===== src/rtl/updown_sweep_ctrl.sv =====
// Up/down sweep controller: drives an external up/down counter between two
// captured bounds, counting completed down-strokes as laps.
module updown_sweep_ctrl #(
  parameter int unsigned WIDTH = 5,
  parameter int unsigned LAP_W = 8
) (
  input  logic             clk,
  input  logic             reset,
  input  logic             start,
  input  logic             stop,
  input  logic [WIDTH-1:0] lo,
  input  logic [WIDTH-1:0] hi,
  input  logic [LAP_W-1:0] lap_target,
  input  logic [WIDTH-1:0] count_in,
  output logic             preset,
  output logic             mode,
  output logic             busy,
  output logic             done,
  output logic             err,
  output logic [LAP_W-1:0] laps
);

  typedef enum logic [2:0] {StIdle, StLoad, StUp, StDown, StDone} state_e;

  state_e             state_q, state_d;
  logic [WIDTH-1:0]   lo_q, lo_d;
  logic [WIDTH-1:0]   hi_q, hi_d;
  logic [LAP_W-1:0]   tgt_q, tgt_d;
  logic [LAP_W-1:0]   laps_q, laps_d;
  logic [LAP_W-1:0]   laps_inc;
  logic               preset_q, preset_d;
  logic               mode_q, mode_d;
  logic               busy_q, busy_d;
  logic               done_q, done_d;
  logic               err_q, err_d;

  // Next-state logic; outputs are decoded from the next state so that the
  // registered outputs always describe the state currently held.
  always_comb begin
    state_d  = state_q;
    lo_d     = lo_q;
    hi_d     = hi_q;
    tgt_d    = tgt_q;
    laps_d   = laps_q;
    err_d    = 1'b0;
    // Saturating increment: laps never wraps back to zero.
    laps_inc = (laps_q == {LAP_W{1'b1}}) ? laps_q : laps_q + LAP_W'(1);

    unique case (state_q)
      StIdle: begin
        // stop has priority over start, and suppresses the reject pulse too.
        if (start && !stop) begin
          if (lo < hi) begin
            state_d = StLoad;
            laps_d  = '0;
            lo_d    = lo;
            hi_d    = hi;
            tgt_d   = lap_target;
          end else begin
            err_d = 1'b1;
          end
        end
      end
      StLoad: begin
        state_d = stop ? StIdle : StUp;
      end
      StUp: begin
        if (stop) begin
          state_d = StIdle;
        end else if (count_in == hi_q) begin
          state_d = StDown;
        end
      end
      StDown: begin
        if (stop) begin
          state_d = StIdle;
        end else if (count_in == lo_q) begin
          laps_d  = laps_inc;
          state_d = ((tgt_q != '0) && (laps_inc == tgt_q)) ? StDone : StUp;
        end
      end
      StDone: begin
        state_d = StIdle;
      end
      default: begin
        state_d = StIdle;
      end
    endcase

    preset_d = (state_d == StLoad);
    mode_d   = (state_d == StDown);
    busy_d   = (state_d == StLoad) || (state_d == StUp) || (state_d == StDown);
    done_d   = (state_d == StDone);
  end

  // State, captured sweep parameters and registered outputs.
  always_ff @(posedge clk or negedge reset) begin
    if (!reset) begin
      state_q  <= StIdle;
      lo_q     <= '0;
      hi_q     <= '0;
      tgt_q    <= '0;
      laps_q   <= '0;
      preset_q <= 1'b0;
      mode_q   <= 1'b0;
      busy_q   <= 1'b0;
      done_q   <= 1'b0;
      err_q    <= 1'b0;
    end else begin
      state_q  <= state_d;
      lo_q     <= lo_d;
      hi_q     <= hi_d;
      tgt_q    <= tgt_d;
      laps_q   <= laps_d;
      preset_q <= preset_d;
      mode_q   <= mode_d;
      busy_q   <= busy_d;
      done_q   <= done_d;
      err_q    <= err_d;
    end
  end

  assign preset = preset_q;
  assign mode   = mode_q;
  assign busy   = busy_q;
  assign done   = done_q;
  assign err    = err_q;
  assign laps   = laps_q;

endmodule


===== config.mk =====
export PLATFORM = sky130hd
export DESIGN_NAME = updown_sweep_ctrl
export DESIGN_NICKNAME = d
export VERILOG_FILES = /design/src/rtl/updown_sweep_ctrl.sv
export SDC_FILE = /design/constraint.sdc
export NUM_CORES = 1
export LEC_CHECK = 0
export ABC_AREA = 1
export ABC_CLOCK_PERIOD_IN_PS = 2600
export CAP_MARGIN = 20
export CORE_MARGIN = 8
export CORE_UTILIZATION = 51
export DETAILED_ROUTE_END_ITERATION = 10
export HOLD_SLACK_MARGIN = 0.1
export PLACE_DENSITY_LB_ADDON = 0.25
export SYNTH_ARGS = -nofsm -noshare
export SYNTH_HDL_FRONTEND = slang
export SYNTH_SLANG_ARGS = --single-unit
export TNS_END_PERCENT = 100

===== constraint.sdc =====
create_clock -name clk -period 2.6 [get_ports clk]
set_clock_uncertainty 0.2 [all_clocks]
set_input_delay 0.39 -clock clk [delete_from_list [all_inputs] [get_ports clk]]
set_output_delay 0.39 -clock clk [all_outputs]
set_load 0.005 [all_outputs]

# After elaboration in Yosys (flattened, before gate mapping)
# Index checks and enable logic that the tools add are counted.
word_totals:
  inputBits: 27
  register_bits: 34
op_classes:
  n_addsub: 1
  order_cmp: 1
  n_eq_ne: 15
  n_mux: 18
  n_reduce_logical: 10
ops:
  columns: ["op", "n"]
  rows:
  - ["$mux W8", 5]
  - ["$mux W3", 7]
  - ["$pmux W8 S2", 1]
  - ["$eq A3 B2 Y1 const B", 4]
  - ["$pmux W3 S4", 1]
  - ["$eq A5 B5 Y1", 2]
  - ["$add A8 B1 Y8 const B", 1]
  - ["$eq A8 B8 Y1", 1]
  - ["$eq A8 B8 Y1 const B", 1]
  - ["$ne A2 B2 Y1 const B", 4]
  - ["$reduce_bool A8 Y1", 1]
  - ["$eq A3 B1 Y1 const B", 2]
  - ["$lt A5 B5 Y1", 1]
  - ["$reduce_and A5 Y1", 1]
  - ["$eq A3 B3 Y1 const B", 1]
  - ["$logic_not A3 Y1", 1]
  - ["$mux W1", 3]
  - ["$reduce_and A3 Y1", 1]
  - ["$logic_and A1 B1 Y1", 2]
  - ["$logic_or A1 B1 Y1", 2]
  - ["$mux W2", 1]
  - ["$reduce_bool A2 Y1", 1]
  - ["$logic_not A1 Y1", 1]

# Longest topological paths before layout
# Gate-level depths: netlist of run 1.
logic_depth:
  depth_word: 11
  mapped_depth: 12
  ltp_nobuf: 12

# Worst setup path after synthesis of run 1
# Ideal clock, no wire load.
synth_timing:
  kind: "input to register"
  start: "input port hi[4]"
  end: "register hi_q[0]"
  slack_ns: 0.680
  arrival_ns: 1.594
  required_time_ns: 2.274
  setup_ns: 0.126
  cell_stages: 12
  cell_sequence: "inv_1 > ha_1 > nand2_1 > nor2_1 > o21ai_0 > nand3_1 > nor2_1 > buf_4 > inv_1 > buf_2 > nand2_1 > o21ai_0"
synth_between:
  elab_chain_cells: 2
synth_lines:
  columns: ["item", "line", "rtl"]
  rows:
  - ["start: declaration", "12", "input logic [WIDTH-1:0] hi,"]
  - ["$lt A5 B5 Y1", "53", "if (lo < hi) begin"]
  - ["$reduce_and A3 Y1 (no line)", null, null]
  - ["end signal: assignment", "112", "hi_q <= hi_d;"]
  - ["end: declaration", "27", "logic [WIDTH-1:0] hi_q, hi_d;"]
# Every way passes these cells.
# A chain may end at the register's enable or synchronous reset.

# Worst setup path after layout of run 1
layout_timing:
  start: "input port hi[2]"
  end: "register laps_q[3] (netlist: laps[3])"
layout_between:
  elab_chain_cells: 3
layout_lines:
  columns: ["item", "line", "rtl"]
  rows:
  - ["$lt A5 B5 Y1", "53", null]
  - ["$ne A2 B2 Y1 (no line)", null, null]
  - ["$reduce_and A5 Y1 (no line)", null, null]
  - ["end signal: assignment", "114", "laps_q <= laps_d;"]
  - ["end: declaration", "29", "logic [LAP_W-1:0] laps_q, laps_d;"]
# Every way passes these cells.

==> run_results.csv, run 1 <==
group,metric,value,unit
run_status,status,"completed",
setup_path,crit_start,"hi[2]",
worst_hold_path,hp-class,"in2async",
synth,synthArstFlopShare,1.000,
sta,fin_crit,2285,ps
detailed_routing,wl_per_cell,12.43,um
detailed_routing,viasPerCell,5.103,
clock_tree,numCtsBuffers,5,
global_route,grt_pass1_wl,8038,um
clock_tree,clk_latency,290,ps
layout,syn2layout_area_growth,27.16,%
power_and_ir_drop,peakVddDrop,0.5039,mV
global_route,top_usage_layer,"met2",
die,chipHeight,78.54,um
layout,final_layout_size_suffix_gt1_frac,0.06231,
die,start_util,0.5367,
layout,final_nets,352,
sta,hold_violations,0,
clock_tree,cts-htree-levels,2,
layout,design_area,0.002536,mm^2
sta,min_period_over_period,0.8788,
clock_tree,cts_setup_buffers,0,
setup_path,reg2reg_from,"laps[0]$_DFFE_PN0P_",
placed_design,gp_congestion,0.9403,
sta,tightest_slew,431.9,ps
placed_design,portBuffers,39,
sta,slew_headroom,0.7121,
detailed_routing,wirelength,4588,um
global_route,antenna_found_initial,0,
sta,setup_violations,0,
synth,syn-cell-area,0.001994,mm^2
clock_tree,path_clk_slew,70,ps
synth,ys_types,26,
global_route,use_met2,0.2800,
clock_tree,root_buffer,"clkbuf_8",
flow_run,cap_violations,0,
synth,yosys_warnings,0,
die,coreArea,0.003716,mm^2
clock_tree,clk_path_buf_depth,2,
synth,yosysTopAreaCell,"dfrtp_1",
synth,netlist.area_leader.share,0.4266,
setup_path,required,2630,ps
die,die_area,0.006168,mm^2
die,pin_count,40,
global_route,grt_pass1_vias,1885,
global_route,gr-usage-met3,0.04784,
sta,rsz0062_at_grt,"no",
synth,synth_area_leaders,"dfrtp_1 43%, nand2_1 18%, nand3_1 7.8%",
synth,syn_avg_cell_area,7.252,um^2
power_and_ir_drop,netSwitchingFraction,0.3103,
die,die_w,78.54,um
synth,ys_ff_latch,34,
synth,synth_ff_type,"dfrtp_1",
power_and_ir_drop,switchingPower,454.6,uW
global_route,grt_max_degree,35,
clock_tree,hold_buffers,0,
detailed_routing,ant_nets,0,
power_and_ir_drop,leakage,0.001235,uW
detailed_routing,drt_iter0_drc,76,
detailed_routing,route.detailed.drc,0,
sta,maxSlewViolCount,0,
detailed_routing,drt_pass1_iterations,4,
setup_path,critPathKind,"in2reg",
placed_design,hpwlAfterDp,3667,um
global_route,gr-total-overflow,0,
clock_tree,cts.sinks,34,
setup_path,cp-end-kind,"flop",
power_and_ir_drop,power_density,577.7,mW/mm^2
placed_design,place_area,0.002445,mm^2
setup_path,start_kind,"input pin",
sta,max_freq,0.4376,GHz
detailed_routing,vias,1883,
synth,ys_seq_area_frac,0.4266,
sta,setup-tns-final,0,ps
synth,syn_nets,307,
power_and_ir_drop,intPower,1011,uW
synth,synth_edf_count,0,
setup_path,crit_fanout,8,
clock_tree,ctsResizeCount,0,
global_route,grtUsageMet1,0.1801,
setup_path,critical_path_arrival,2320,ps
power_and_ir_drop,p_comb_frac,0.256,
die,rows,22,
power_and_ir_drop,clockPowerShare,0.276,
power_and_ir_drop,power_frac_seq,0.468,
layout,diodes,0,
layout,final.fill_count,338,
clock_tree,cts_tree,"built",
global_route,grt_usage,0.1617,
power_and_ir_drop,finalPower,1465,uW
synth,netlist_instances,275,
-- through the flow --
step             util  hold slack (ps)  worst slack (ps)  instances
2_1_floorplan       -           -105.6             680.5        275
3_3_place_gp   0.6579            284.6             90.02        361
3_5_place_dp   0.6579            296.5             20.12        361
4_1_cts        0.6825            313.6             329.0        369
5_1_grt        0.6825            347.2             111.6        369
6_report       0.6825            305.4             315.0        369
-- layer usage --
metal	vias to the layer above	wire [um]
met1	858	2004
li1	971	-
met5	-	0
met3	9	243
met2	45	2256
met4	0	84
-- cell families after synthesis --
group | after synthesis | share of synthesized area
AOI/OAI and AO/OA | 28 | 0.07654
xor gates and xnor gates | 7 | 0.03074
adders and majority gates | 5 | 0.03137
buffers and inverters | 40 | 0.07905
DFF | 34 | 0.4266
and+or+nand+nor | 161 | 0.3557
-- power groups by stage --
stage / combinational (uW) / sequential (uW) / clock (uW)
3_5_place_dp: 378 / 696 / 0
6_report: 375 / 686 / 404
5_1_grt: 435 / 700 / 432
4_1_cts: 380 / 686 / 411
3_3_place_gp: 370 / 690 / 0
2_1_floorplan: 254 / 683 / 0
-- Yosys cell counts (2+ instances only) --
master,instances
dfrtp_1,34
inv_1,35
xor2_1,2
nand4_1,7
nand2_2,2
nand3_1,31
xnor2_1,5
nor2_1,19
buf_2,3
nand2_1,93
a21oi_1,3
o21ai_0,20
nor2_4,3
nor3_1,2
ha_1,5
-- critical path: stages --
cell and delay (ps):
clkdlybuf4s50_1 450, inv_1 40, ha_1 290, a21oi_1 130, or2_1 140, nand3_1 70, nor2_1 260, a21oi_2 60
buf_4 150, nor2_4 170, nand2_1 90, nand2_1 80
-- layout make-up --
type                            instances  area [um^2]  area share
Clock buffer                            7        86.33     0.03404
Clock inverter                          1        5.005    0.001973
Inverter                               36        135.1     0.05328
Multi-Input combinational cell        201        985.9      0.3888
Sequential cell                        34        850.8      0.3355
Tap cell                               48        60.06     0.02368
Timing Repair Buffer                   42        412.9      0.1628
-- cell usage in the layout (no fill, tap or decap) --
master	netlist	layout
clkbuf_8	0	6
nor3_2	1	1
o22ai_1	1	1
nand2_4	1	1
nand3_1	31	31
xor2_1	2	2
o21ai_0	20	20
dfrtp_1	34	34
nand4_1	7	7
or2_1	1	1
o21bai_2	1	1
nor2_4	3	3
inv_1	35	35
ha_1	5	5
clkbuf_1	0	1
o21ai_1	1	1
buf_4	1	3
nor3_1	2	2
a21oi_2	1	1
a21oi_1	3	3
xnor2_1	5	5
a31oi_1	1	1
nand2_2	2	2
nand2_1	93	93
inv_2	1	1
nor2_1	19	19
and3_1	1	1
clkdlybuf4s50_1	0	39
clkinv_2	0	1
-- flip-flops by register name, indices dropped and copies added (netlist names), 3 cells and up --
signal	cells
laps	8
tgt_q	8
hi_q	5
lo_q	5
state_q	3
-- worst paths after layout --
check / to / slack, ps / cells after the start
max: laps[3]$_DFFE_PN0P_ / 320 / 12
min: laps[2]$_DFFE_PN0P_ / 310 / 2
max reg2reg: busy$_DFF_PN0_ / 380 / 10
min reg2reg: hi_q[3]$_DFFE_PN0P_ / 310 / 2
max in group asynchronous: laps[5]$_DFFE_PN0P_ / 1590 / 2
min in group clk: hi_q[3]$_DFFE_PN0P_ / 310 / 2
No activity file was read; power rests on OpenSTA's default activity.
==> inputs of run 2 (changes only) <==
--- a/constraint.sdc
+++ b/constraint.sdc
@@ -4,2 +4,2 @@
 set_output_delay 0.39 -clock clk [all_outputs]
-set_load 0.005 [all_outputs]
+set_load 0.05 [all_outputs]
==> results of run 2 <==
Same layout as run 1 (identical final DEF). Status: completed.
Main changes from that run: total power 1465 uW -> 1485 uW; worst IR drop on VDD 0.5039 mV -> 0.5044 mV
